[src/rtl/vram_wr_arb.sv]
// VRAM write-port arbiter: routes requester A/B pixel writes to even/odd banks with per-bank round robin.
// Optional fill sequencer built when VRAM_WR_ARB_CLEAR_EN is defined.
module vram_wr_arb #(
    parameter int ADDR_W = 10,
    parameter int DATA_W = 8
) (
    input  logic              clk,
    input  logic              rst_n,
    input  logic              a_valid,
    output logic              a_ready,
    input  logic [ADDR_W:0]   a_addr,
    input  logic [DATA_W-1:0] a_data,
    input  logic              b_valid,
    output logic              b_ready,
    input  logic [ADDR_W:0]   b_addr,
    input  logic [DATA_W-1:0] b_data,
    input  logic              clear_start,
    input  logic [DATA_W-1:0] clear_value,
    output logic              clear_busy,
    output logic              vram_even_we,
    output logic [ADDR_W-1:0] vram_even_addr,
    output logic [DATA_W-1:0] vram_even_d,
    output logic              vram_odd_we,
    output logic [ADDR_W-1:0] vram_odd_addr,
    output logic [DATA_W-1:0] vram_odd_d,
    output logic [15:0]       stall_count
);

    logic              w_idle;
    logic              w_clr_wr;
    logic [ADDR_W-1:0] w_clr_addr;
    logic [DATA_W-1:0] w_clr_data;

    // rr bit per bank: 0 = A has priority, 1 = B has priority
    logic [1:0] r_rr;
    logic [1:0] w_ca;
    logic [1:0] w_cb;
    logic [1:0] w_ga;
    logic [1:0] w_gb;
    logic       w_stall;

    logic              w_even_we_nxt;
    logic [ADDR_W-1:0] w_even_addr_nxt;
    logic [DATA_W-1:0] w_even_d_nxt;
    logic              w_odd_we_nxt;
    logic [ADDR_W-1:0] w_odd_addr_nxt;
    logic [DATA_W-1:0] w_odd_d_nxt;

    // Pick {we, addr, d} for one bank: grants first (never coexist with clear), then clear, else hold.
    function automatic logic [ADDR_W+DATA_W:0] bank_next(
        input logic              ga,
        input logic              gb,
        input logic              clr,
        input logic [ADDR_W-1:0] aa,
        input logic [DATA_W-1:0] ad,
        input logic [ADDR_W-1:0] ba,
        input logic [DATA_W-1:0] bd,
        input logic [ADDR_W-1:0] ca,
        input logic [DATA_W-1:0] cd,
        input logic [ADDR_W-1:0] ha,
        input logic [DATA_W-1:0] hd
    );
        logic [ADDR_W+DATA_W:0] res;
        if (ga) begin
            res = {1'b1, aa, ad};
        end else if (gb) begin
            res = {1'b1, ba, bd};
        end else if (clr) begin
            res = {1'b1, ca, cd};
        end else begin
            res = {1'b0, ha, hd};
        end
        return res;
    endfunction

`ifdef VRAM_WR_ARB_CLEAR_EN
    typedef enum logic [1:0] {
        ST_IDLE  = 2'd0,
        ST_CLEAR = 2'd1,
        ST_DONE  = 2'd2
    } state_t;

    state_t            r_state;
    state_t            w_state_nxt;
    logic [ADDR_W-1:0] r_clr_cnt;
    logic [DATA_W-1:0] r_clr_val;

    // State register
    always_ff @(posedge clk or negedge rst_n) begin
        if (!rst_n) begin
            r_state <= ST_IDLE;
        end else begin
            r_state <= w_state_nxt;
        end
    end

    // Next-state logic; termination on the all-ones counter value
    always_comb begin
        w_state_nxt = r_state;
        case (r_state)
            ST_IDLE: begin
                if (clear_start) begin
                    w_state_nxt = ST_CLEAR;
                end else begin
                    w_state_nxt = ST_IDLE;
                end
            end
            ST_CLEAR: begin
                if (r_clr_cnt == {ADDR_W{1'b1}}) begin
                    w_state_nxt = ST_DONE;
                end else begin
                    w_state_nxt = ST_CLEAR;
                end
            end
            ST_DONE: w_state_nxt = ST_IDLE;
            default: w_state_nxt = ST_IDLE;
        endcase
    end

    // Fill value capture and address counter
    always_ff @(posedge clk or negedge rst_n) begin
        if (!rst_n) begin
            r_clr_cnt <= '0;
            r_clr_val <= '0;
        end else if ((r_state == ST_IDLE) && clear_start) begin
            r_clr_cnt <= '0;
            r_clr_val <= clear_value;
        end else if (r_state == ST_CLEAR) begin
            r_clr_cnt <= r_clr_cnt + {{(ADDR_W-1){1'b0}}, 1'b1};
        end
    end

    assign w_idle     = (r_state == ST_IDLE);
    assign w_clr_wr   = (r_state == ST_CLEAR);
    assign w_clr_addr = r_clr_cnt;
    assign w_clr_data = r_clr_val;
    assign clear_busy = ~w_idle;
`else
    logic w_unused_clear;

    assign w_unused_clear = ^{clear_start, clear_value};
    assign w_idle         = 1'b1;
    assign w_clr_wr       = 1'b0;
    assign w_clr_addr     = '0;
    assign w_clr_data     = '0;
    assign clear_busy     = 1'b0;
`endif

    assign w_ca = {a_valid & w_idle & a_addr[0], a_valid & w_idle & ~a_addr[0]};
    assign w_cb = {b_valid & w_idle & b_addr[0], b_valid & w_idle & ~b_addr[0]};
    assign w_ga = w_ca & (~w_cb | ~r_rr);
    assign w_gb = w_cb & (~w_ca | r_rr);

    assign a_ready = |w_ga;
    assign b_ready = |w_gb;
    assign w_stall = w_idle & ((a_valid & ~a_ready) | (b_valid & ~b_ready));

    assign {w_even_we_nxt, w_even_addr_nxt, w_even_d_nxt} = bank_next(
        w_ga[0], w_gb[0], w_clr_wr,
        a_addr[ADDR_W:1], a_data, b_addr[ADDR_W:1], b_data,
        w_clr_addr, w_clr_data, vram_even_addr, vram_even_d);

    assign {w_odd_we_nxt, w_odd_addr_nxt, w_odd_d_nxt} = bank_next(
        w_ga[1], w_gb[1], w_clr_wr,
        a_addr[ADDR_W:1], a_data, b_addr[ADDR_W:1], b_data,
        w_clr_addr, w_clr_data, vram_odd_addr, vram_odd_d);

    // Round-robin pointers: after a grant, favour the other requester in that bank
    always_ff @(posedge clk or negedge rst_n) begin
        if (!rst_n) begin
            r_rr <= 2'b00;
        end else begin
            r_rr <= (r_rr | w_ga) & ~w_gb;
        end
    end

    // Registered bank write ports
    always_ff @(posedge clk or negedge rst_n) begin
        if (!rst_n) begin
            vram_even_we   <= 1'b0;
            vram_even_addr <= '0;
            vram_even_d    <= '0;
            vram_odd_we    <= 1'b0;
            vram_odd_addr  <= '0;
            vram_odd_d     <= '0;
        end else begin
            vram_even_we   <= w_even_we_nxt;
            vram_even_addr <= w_even_addr_nxt;
            vram_even_d    <= w_even_d_nxt;
            vram_odd_we    <= w_odd_we_nxt;
            vram_odd_addr  <= w_odd_addr_nxt;
            vram_odd_d     <= w_odd_d_nxt;
        end
    end

    // Saturating contention counter
    always_ff @(posedge clk or negedge rst_n) begin
        if (!rst_n) begin
            stall_count <= 16'd0;
        end else if (w_stall && (stall_count != 16'hFFFF)) begin
            stall_count <= stall_count + 16'd1;
        end
    end

endmodule

[config.mk]
export PLATFORM = sky130hd
export DESIGN_NAME = vram_wr_arb
export DESIGN_NICKNAME = d
export VERILOG_FILES = /design/src/rtl/vram_wr_arb.sv
export SDC_FILE = /design/constraint.sdc
export NUM_CORES = 1
export LEC_CHECK = 0
export BUFFER_PORTS_ARGS = -buffer_cell sky130_fd_sc_hd__clkbuf_2
export CORE_MARGIN = 3
export CORE_UTILIZATION = 46
export DETAILED_ROUTE_END_ITERATION = 10
export GPL_ROUTABILITY_DRIVEN = 0
export GPL_TIMING_DRIVEN = 1
export PLACE_DENSITY = 0.77
export SLEW_MARGIN = 20
export SYNTH_ARGS = -nofsm -noshare
export SYNTH_HDL_FRONTEND = slang
export SYNTH_SLANG_ARGS = --single-unit
[constraint.sdc]
create_clock -name clk -period 4.8 [get_ports clk]
set_clock_uncertainty 0.15 [all_clocks]
set_input_delay 0.96 -clock clk [delete_from_list [all_inputs] [get_ports clk]]
set_output_delay 0.96 -clock clk [all_outputs]
set_load 0.01 [all_outputs]
Word-level counts from Yosys, hierarchy flattened
Index checks and enable logic that the tools add are counted.
- flip-flop bits (word level): 56
- bits of input ports: 51
- logic and storage cells: 40
- add/sub/neg operators: 1
- eq/ne operators: 1
- muxes and demuxes: 4
- bitwise operators: 21
- reduce and logical (&&, ||, !) cells: 5
- operators with widths (kind ; count):
    $mux W19 ; 4
    $add A16 B1 Y16 const B ; 1
    $ne A16 B16 Y1 const B ; 1
    $not A2 Y2 ; 4
    $and A1 B1 Y1 ; 6
    $and A2 B2 Y2 ; 3
    $or A2 B2 Y2 ; 3
    $not A1 Y1 ; 4
    $reduce_bool A2 Y1 ; 2
    $reduce_or A2 Y1 ; 2
    $logic_and A1 B1 Y1 ; 1
    $or A1 B1 Y1 ; 1

Longest topological paths before layout
Gate-level depths: netlist of the first run.
- word-level depth: 10
- depth in mapped cells: 6
- mapped depth without buffers: 5

Worst setup path before layout of the first run
Ideal clock, no wire load.
- kind: input -> output
- from: input port a_addr[0]
- to: output port b_ready
- arrival time: 1.802 ns
- required time: 3.690 ns
- slack: 1.888 ns
- cell stages on the path: 4
- path buffers: 1
- path through: nand2b_1 > o21ai_2 > buf_2 > o21ai_0
- word-level cells in the longest chain between the ends: 6
- RTL lines (element ; RTL line ; text):
    start, declared ; 11 ; input logic [ADDR_W:0] a_addr,
    $not A1 Y1 ; 149 ; assign w_ca = {a_valid & w_idle & a_addr[0], a_valid & w_idle & ~a_addr[0]};
    $and A1 B1 Y1 ; 149 ;
    $not A2 Y2 * ; 152 ; assign w_gb = w_cb & (~w_ca | r_rr);
    $or A2 B2 Y2 * ; 152 ;
    $and A2 B2 Y2 * ; 152 ;
    $reduce_or A2 Y1 * ; 155 ; assign b_ready = |w_gb;
    end, declared ; 14 ; output logic b_ready,
Every way passes the cells marked *; elsewhere a longest branch is shown, timed or not.

Final worst setup path of the first run
- from: input port b_addr[0]
- to: output port a_ready
- word-level cells in the longest chain between the ends: 6
- RTL lines (element ; RTL line ; text):
    start, declared ; 15 ; input logic [ADDR_W:0] b_addr,
    $not A1 Y1 ; 150 ; assign w_cb = {b_valid & w_idle & b_addr[0], b_valid & w_idle & ~b_addr[0]};
    $and A1 B1 Y1 ; 150 ;
    $not A2 Y2 * ; 151 ; assign w_ga = w_ca & (~w_cb | ~r_rr);
    $or A2 B2 Y2 * ; 151 ;
    $and A2 B2 Y2 * ; 151 ;
    $reduce_or A2 Y1 * ; 154 ; assign a_ready = |w_ga;
    end, declared ; 10 ; output logic a_ready,
Marks and branches as above.

==> flow_summary.toml, run 1 <==
[yosys]
syn_area_um2 = 2580
synth_common_cells = "dfrtp_1, inv_1, and2_1"
netlist_instances = 238
syn_nets = 290
synthArstFlopShare = 1.00
yosysTopAreaCellShare = 0.543
yosysWarnings = 0
synth_cell_types = 38
syn_area_per_cell_um2 = 10.8
yosysMostFrequentCell = "dfrtp_1"
synth_edf_count = 0
yosysTopAreaCell = "dfrtp_1"
synth-main-ff-cell = "dfrtp_1"
ys_seq_area_frac = 0.543
synthTopCellsByArea = "dfrtp_1, a221o_1, and2_1"
ys_ff_latch = 56

[setup_path]
crit_arrival_ns = 2.17
crit_start = "b_addr[0]"
worstSetupStartpointType = "input pin"
crit_type = "input pin to output port"
critPathCaptureType = "output port"
r2r-start = "stall_count[0]"
cp.required_ns = 3.69
worstPathMaxFanout = 19

[cells_and_area]
nNetsFinal = 388
regArea_um2 = 1400
multi_input_area_um2 = 1050
diodes = 0
fillers = 486
drive_gt1_frac = 0.350
area_delta_synth_final_pct = 25.7
utilization = 0.615

[worst_hold_path]
hp-class = "flop to flop"
min-delay-start = "r_rr[1]"

[clocking]
cts.hold.buffers_added = 0
cts_tree = "yes"
htreeDepth = 2
clkTransAtPathRegs_ns = 0.09
clock_latency_ns = 0.30
clock_sinks = 56
cts_max_path_buffers = 2
cts_setup_buffers = 0
numCtsBuffers = 5
cts_resized = 0
cts_root_buf = "clkbuf_8"

[die]
dieArea_um2 = 6540
die_y_um = 80.9
placement_rows = 26
core_um2 = 5270
initial_core_util = 0.490
fp.dieW_um = 80.9
ios = 108

[job]
cap_violations = 0

[timing]
max_freq_ghz = 0.305
tightest_slew_ns = 0.807
hold_viol = 0
max_slew_margin = 0.462
period_minus_slack_ns = 3.28
final.setup.tns_ns = 0
maxSlewViolCount = 0
rsz0062_at_grt = "false"
setup_viol = 0
finalCritPeriodShare = 0.684

[grt]
grt_pass1_wl_um = 10500
grt.total_usage = 0.205
overflow = 0
antenna_found_initial = 0
grt_pass1_vias = 2229
grt_max_degree = 57

[drt]
drt_iter0_drc = 143
drt-vias-per-instance = 5.53
wl_per_cell_um = 15.8
num_vias = 2249
antenna_left = 0
drt-total-wl_um = 6440
drt-pass1-iter-count = 4
remaining_drc_errors = 0

[pwr]
power.density_nw_per_um2 = 360
p_leak_uw = 0.00169
max-vdd-ir-drop_mv = 0.272

[place]
port_buffers = 97
hpwl_um = 4520

[run_status]
status = "complete, no violations"
[per-stage QoR]
| step | std cells | hold slack, ns | area (um2) | total power, uW | setup slack [ns] |
|---|---|---|---|---|---|
| after CTS | 407 | 0.365 | 3240 | 1180 | 1.51 |
| final | 407 | 0.361 | 3240 | 1170 | 1.52 |
| after detailed placement | 399 | 0.344 | 3140 | 876 | 1.52 |
| after floorplan | 238 | 0.323 | 2580 | 741 | 1.89 |
| after global placement | 399 | 0.340 | 3140 | 868 | 1.52 |
| after global routing | 407 | 0.383 | 3240 | 1240 | 1.44 |
[routing by layer]
| layer | routed length, um | vias to the layer above | GRT usage |
|---|---|---|---|
| met1 | 2790 | 1110 | 0.264 |
| met2 | 3110 | 83 | 0.349 |
| met3 | 500 | 5 | 0.0477 |
| li1 | - | 1051 | - |
| met4 | 34 | 0 | 0.0473 |
| met5 | 0 | - | 0 |
[worst paths after layout]
kind | to | slack [ns] | cells after the start
setup / recovery | a_ready | 1.52 | 5
hold / removal | r_rr[1] | 0.36 | 1
setup reg to reg | stall_count[1] | 2.73 | 5
hold reg to reg | r_rr[1] | 0.36 | 1
max in group asynchronous | vram_odd_addr[1] | 3.40 | 2
min in group asynchronous | vram_even_d[4] | 0.63 | 2
[cells in the final DEF, fill, tap and decap left out, types with 3 or more instances in the layout]
cell type | netlist | layout
nand2_1 | 8 | 8
a221o_1 | 18 | 18
nor2_1 | 5 | 5
a21oi_1 | 19 | 19
and3_1 | 4 | 4
o22ai_1 | 18 | 18
nand2b_1 | 3 | 3
nand3_1 | 11 | 11
xor2_1 | 6 | 6
o21ai_0 | 3 | 3
and2_1 | 20 | 20
xnor2_1 | 6 | 6
clkbuf_2 | 0 | 97
buf_4 | 1 | 4
nand4_1 | 4 | 4
dfrtp_1 | 56 | 56
inv_1 | 22 | 22
clkbuf_8 | 0 | 5
[kinds of logic after synthesis]
family          after synthesis  synth area share
xor+xnor                     13            0.0470
mux                           4            0.0184
simple gates                 69             0.167
buf+inv                      32            0.0504
compound gates               62             0.168
fa+ha+maj                     1           0.00485
flops                        56             0.543
other cells                   1           0.00145
[area by class of cell]
type | instances | area share
clock buffer | 6 | 0.0224
sequential | 56 | 0.432
inverter | 22 | 0.0255
tap | 70 | 0.0270
timing repair buffer | 101 | 0.159
multi-input combinational | 150 | 0.323
clock inverter | 2 | 0.0108
[state kept, by name, summed over array words and instances, names as in the netlist]
signal	cells
stall_count	16
vram_even_addr	10
vram_odd_addr	10
vram_even_d	8
vram_odd_d	8
r_rr	2
vram_even_we	1
vram_odd_we	1
[report_power, final]
group	internal (uW)	switching [uW]	leakage, uW
clock network	155	146	0.0000552
logic	120	146	0.000962
registers	540	59.9	0.000676
[critical path, stage by stage]
cell	delay, ns
clkbuf_2	0.13
and2b_1	0.24
a21o_1	0.57
nand2b_1	0.11
clkbuf_2	0.15
(Power assumes the default switching activity.)
==> run 2, diff against run 1 <==
==> constraint.sdc (replaced) <==
create_clock -name clk -period 3.2 [get_ports clk]
set_clock_uncertainty 0.15 [all_clocks]
set_input_delay 0.64 -clock clk [delete_from_list [all_inputs] [get_ports clk]]
set_output_delay 0.64 -clock clk [all_outputs]
set_load 0.01 [all_outputs]
==> run 2 against run 1 <==
Critical path depth is the same. Clock power grew 54%. Critical path type unchanged. Highest routed layer unchanged. Critical endpoint unchanged. Routed wire length shrank 0.34%.
==> flow_summary.toml, run 2 (same netlist as run 1, synthesis figures left out) <==
[run_status]
status = "complete, no violations"

[pwr]
power_uw = 1760
power.density_nw_per_um2 = 543
max-vdd-ir-drop_mv = 0.309
p_leak_uw = 0.00169

[cells_and_area]
mostFrequentLayoutCells = "clkbuf_2, dfrtp_1, inv_1, and2_1, a21oi_1"
regArea_um2 = 1400
area_delta_synth_final_pct = 25.8
top_regs = "stall_count (16), vram_even_addr (10), vram_odd_addr (10)"
final_common_cell = "clkbuf_2"
diodes = 0
multi_input_area_um2 = 1050
largest_register_ffs = 16
drive_gt1_frac = 0.353
fillers = 456
nNetsFinal = 388
largest-register = "stall_count"

[grt]
antenna_found_initial = 0
overflow = 0
grt_pass1_vias = 2192
grt_pass1_wl_um = 10400
grt_max_degree = 35
grt.total_usage = 0.202

[clocking]
cts_resized = 0
cts_setup_buffers = 0
cts_max_path_buffers = 2
clkTransAtPathRegs_ns = 0.10
clock_latency_ns = 0.31
htreeDepth = 2
clock_sinks = 56
numCtsBuffers = 5
cts_tree = "yes"
cts_root_buf = "clkbuf_8"
cts.hold.buffers_added = 0

[setup_path]
r2r-start = "stall_count[0]"
crit_chain = "clkbuf_2 -> and2b_1 -> a21o_1 -> nand2b_1 -> clkbuf_2"
crit_type = "input pin to output port"
timing.rr.end = "stall_count[1]"
max_stage_delay_ns = 0.57
cp.required_ns = 2.41
cp_top_family = "compound AO/OA/AOI/OAI gates"
reg2reg_depth = 5
timing.critical_path.mode_cell = "clkbuf_2"
critPathCaptureType = "output port"
critPathBufInv = 2
worstPathMaxFanout = 19
crit_arrival_ns = 1.85
reg2reg_slack_ns = 1.13
crit_slowest_cell = "a21o_1"
worstSetupStartpointType = "input pin"

[job]
cap_violations = 0

[die]
fp.dieW_um = 80.9
die_y_um = 80.9
ios = 108
dieArea_um2 = 6540
placement_rows = 26
initial_core_util = 0.490
core_um2 = 5270

[place]
port_buffers = 97
hpwl_um = 4630

[timing]
setup_viol = 0
max_slew_margin = 0.473
fin_hold_ws_ns = 0.164
hold_viol = 0
finalCritPeriodShare = 0.826
final.setup.tns_ns = 0
period_minus_slack_ns = 2.64
rsz0062_at_grt = "false"
maxSlewViolCount = 0
max_freq_ghz = 0.379
tightest_slew_ns = 0.790

[drt]
wl_per_cell_um = 15.8
drt-pass1-iter-count = 4
drt-total-wl_um = 6420
num_vias = 2252
remaining_drc_errors = 0
drt-vias-per-instance = 5.53
drt_iter0_drc = 153
antenna_left = 0

[worst_hold_path]
hp-class = "input pin to async pin"
-- run 2: cell count changes in the layout (fill, tap and decap cells not counted), sizes merged --
cell	before	now
clkbuf	103	102
clkinvlp	0	1
-- run 2: worst max-delay path by stage --
stage | startpoint | endpoint | slack, ns | cells past startpoint
final | b_addr[0] | a_ready | 0.56 | 5
after global routing | b_addr[0] | a_ready | 0.47 | 5
after CTS | b_addr[0] | a_ready | 0.54 | 5
after detailed placement | b_addr[0] | a_ready | 0.54 | 5
after global placement | b_addr[0] | a_ready | 0.55 | 5
after floorplan | a_addr[0] | b_ready | 0.93 | 4
-- run 2: final cells by class --
cell class                      instances  share of cell area
Clock buffer                            5              0.0212
Sequential cell                        56               0.432
Tap cell                               70              0.0270
Multi-Input combinational cell        150               0.323
Inverter                               22              0.0254
Clock inverter                          3              0.0131
Timing Repair Buffer                  101               0.159
-- run 2: metrics by stage --
step | utilization | cell area, um2 | instances | setup slack, ns
5_1_grt | 0.616 | 3250 | 407 | 0.466
3_5_place_dp | 0.595 | 3140 | 399 | 0.543
6_report | 0.616 | 3250 | 407 | 0.558
4_1_cts | 0.616 | 3250 | 407 | 0.538
3_3_place_gp | 0.595 | 3140 | 399 | 0.553
2_1_floorplan | - | 2580 | 238 | 0.928
-- run 2: per-layer routing --
| layer | part of all wire | vias to the layer above | global-route usage |
|---|---|---|---|
| li1 | - | 1052 | - |
| met1 | 0.44 | 1096 | 0.267 |
| met2 | 0.47 | 95 | 0.337 |
| met3 | 0.075 | 9 | 0.0421 |
| met4 | 0.012 | 0 | 0.0557 |
| met5 | 0 | - | 0 |
-- run 2: power breakdown --
part           leakage, uW  internal, uW  switching [uW]
Clock            0.0000541           232             233
Sequential        0.000676           810            90.4
Combinational     0.000962           180             216
Total              0.00169          1220             540
-- run 2: worst reg2reg max path, delay by kind of cell, from the launching register on --
family,cells,cell delay [ns]
simple gates,3,0.87
flops,1,0.42
fa+ha+maj,1,0.21
mux,1,0.31
==> run 3, diff against run 2 <==
--- a/config.mk
+++ b/config.mk
@@ -5,13 +5,14 @@
 export SDC_FILE = /design/constraint.sdc
 export NUM_CORES = 1
 export LEC_CHECK = 0
+export ABC_AREA = 1
 export BUFFER_PORTS_ARGS = -buffer_cell sky130_fd_sc_hd__clkbuf_2
 export CORE_MARGIN = 3
 export CORE_UTILIZATION = 46
 export DETAILED_ROUTE_END_ITERATION = 10
 export GPL_ROUTABILITY_DRIVEN = 0
 export GPL_TIMING_DRIVEN = 1
-export PLACE_DENSITY = 0.77
+export PLACE_DENSITY = 0.76
 export SLEW_MARGIN = 20
 export SYNTH_ARGS = -nofsm -noshare
 export SYNTH_HDL_FRONTEND = slang
==> constraint.sdc (replaced) <==
create_clock -name clk -period 2.7 [get_ports clk]
set_clock_uncertainty 0.15 [all_clocks]
set_input_delay 0.54 -clock clk [delete_from_list [all_inputs] [get_ports clk]]
set_output_delay 0.54 -clock clk [all_outputs]
set_load 0.01 [all_outputs]
==> run 3 against run 2 <==
Sequential cell count stayed put. Largest cell class unchanged. Critical endpoint is now b_ready. Final area rose by 6.5%. Combinational power grew 29%. Sequential power grew 19%. Routed wire length increased by 13%. Largest power group unchanged. Worst hold slack better by 0.12 ns. Critical path depth unchanged. Via count grew 21%. Non-clock buffer count decreased by 2.
==> flow_summary.toml, run 3 <==
[run_status]
status = "complete, no violations"

[job]
cap_violations = 0

[grt]
antenna_found_initial = 0
grt_pass1_vias = 2619
grt_max_degree = 44
grt.total_usage = 0.208
overflow = 0
grt_pass1_wl_um = 12100

[clocking]
cts_root_buf = "clkbuf_8"
cts.hold.buffers_added = 1
clock_latency_ns = 0.31
cts_setup_buffers = 0
clock_sinks = 56
cts_max_path_buffers = 2
clkTransAtPathRegs_ns = 0.11
numCtsBuffers = 5
cts_resized = 0
htreeDepth = 2
cts_tree = "yes"

[yosys]
synth_edf_count = 0
synthArstFlopShare = 1.00
syn_area_per_cell_um2 = 7.73
yosysTopAreaCellShare = 0.496
yosysTopAreaCell = "dfrtp_1"
yosysWarnings = 0
syn_nets = 417
synth-main-ff-cell = "dfrtp_1"
yosysMostFrequentCell = "nand2_1"
synth_common_cells = "nand2_1, dfrtp_1, nand3_1"
netlist_instances = 365
synth_cell_types = 27
ys_seq_area_frac = 0.496
syn_area_um2 = 2820
synthTopCellsByArea = "dfrtp_1, nand2_1, nand3_1"
ys_ff_latch = 56

[setup_path]
worstPathMaxFanout = 7
cp.required_ns = 2.01
timing.critical_path.mode_cell = "nand2_1"
crit_arrival_ns = 1.32
endpoint = "b_ready"
crit_chain = "inv_1 -> nand3_1 -> nand2_1 -> nand2_1 -> clkbuf_2"
max_stage_delay_ns = 0.40
timing.rr.end = "stall_count[11]"
cp_top_family = "simple AND/OR/NAND/NOR gates"
crit_slowest_cell = "dfrtp_1"
cp.depth = 5
reg2reg_depth = 8
crit_start = "r_rr[1]"
r2r-start = "stall_count[0]"
critPathCaptureType = "output port"
worstSetupStartpointType = "flop"
critPathBufInv = 2
crit_type = "flop to output port"
reg2reg_slack_ns = 0.84

[cells_and_area]
top_regs = "stall_count (16), vram_even_addr (10), vram_odd_addr (10)"
diodes = 0
final_common_cell = "nand2_1"
drive_gt1_frac = 0.257
final_cells = 535
utilization = 0.606
largest-register = "stall_count"
area_delta_synth_final_pct = 22.5
mostFrequentLayoutCells = "nand2_1, clkbuf_2, dfrtp_1, nand3_1, inv_1"
nNetsFinal = 514
largest_register_ffs = 16

[place]
port_buffers = 97
dp_cells = 526
hpwl_um = 5250

[die]
dieArea_um2 = 7110
placement_rows = 27
initial_core_util = 0.494
core_um2 = 5710
die_y_um = 84.3
fp.dieW_um = 84.3
ios = 108

[timing]
final.setup.tns_ns = 0
hold_viol = 0
finalCritPeriodShare = 0.745
fin_hold_ws_ns = 0.282
maxSlewViolCount = 0
max_freq_ghz = 0.497
max_slew_margin = 0.624
setup_viol = 0
tightest_slew_ns = 0.561
rsz0062_at_grt = "false"
period_minus_slack_ns = 2.01

[pwr]
max-vdd-ir-drop_mv = 0.283
p_sw_uw = 697
pwr-share-comb = 0.249
p_leak_uw = 0.00192
p_clk_frac = 0.230
swShare = 0.340
p_seq_frac = 0.521
p_int_uw = 1350
power.density_nw_per_um2 = 592
power_uw = 2050

[drt]
remaining_drc_errors = 0
drt_iter0_drc = 130
wl_per_cell_um = 13.5
antenna_left = 0
drt-vias-per-instance = 5.08
drt-pass1-iter-count = 4
drt-total-wl_um = 7230
num_vias = 2718

[worst_hold_path]
hp-class = "input pin to flop"
## run 3: cell count changes in the layout (fill, tap and decap cells not counted), moves of 6 or more
cell / before / now
a21oi_1: 19 / 0
a221o_1: 18 / 0
and2_1: 20 / 1
inv_1: 22 / 29
nand2_1: 8 / 163
nand2_2: 0 / 6
nand3_1: 11 / 51
nor2_1: 5 / 15
o221ai_1: 0 / 8
o22ai_1: 18 / 0
## run 3: cell families (layout without fill, tap and decap cells)
family | count (synthesis) | after routing | synth area share
compound gates | 11 | 11 | 0.0315
flops | 56 | 56 | 0.496
other cells | 1 | 1 | 0.00133
fa+ha+maj | 1 | 1 | 0.00443
xor+xnor | 8 | 8 | 0.0248
buf+inv | 41 | 139 | 0.0634
simple gates | 247 | 247 | 0.378
## run 3: per-layer routing
metal  GRT usage  wire (um)  share of wire
met3      0.0579        550          0.076
met1       0.252       3010           0.42
met4      0.0719         68         0.0094
met2       0.357       3600           0.50
met5           0          0              0
## run 3: area by class of cell
cell class | count | area, um2
Multi-Input combinational cell | 268 | 1240
Fill cell | 515 | 2250
Sequential cell | 56 | 1400
Inverter | 32 | 120
Tap cell | 72 | 90.1
Clock buffer | 6 | 72.6
Timing Repair Buffer | 99 | 515
Clock inverter | 2 | 16.3
## run 3: stage by stage
stage	area, um2	setup WS [ns]
after global placement	3360	0.668
after CTS	3460	0.687
after detailed placement	3360	0.627
final	3460	0.687
after floorplan	2820	0.966
after global routing	3460	0.620
## run 3: power groups by stage
stage	sequential (uW)	combinational, uW	clock (uW)
final	1070	510	472
after detailed placement	1080	520	0
after global placement	1080	502	0
after floorplan	1120	234	0
after global routing	1090	570	520
after CTS	1070	520	477
## run 3: worst min-delay path by stage
stage                                 start                 to  slack (ns)  cells after the start
final                             b_addr[2]   vram_odd_addr[1]        0.28                      3
after global routing              b_addr[9]   vram_odd_addr[8]        0.28                      3
after CTS                         b_addr[2]   vram_odd_addr[1]        0.28                      3
after global placement       vram_even_d[4]     vram_even_d[4]        0.32                      2
after floorplan                       rst_n            r_rr[0]        0.09                      0
after detailed placement  vram_even_addr[8]  vram_even_addr[8]        0.32                      2
## run 3: tightest hold or removal path, delay by kind of cell
family	cells	cell delay, ns
AND/OR/NAND/NOR	2	0.10
buffers and inverters	1	0.09
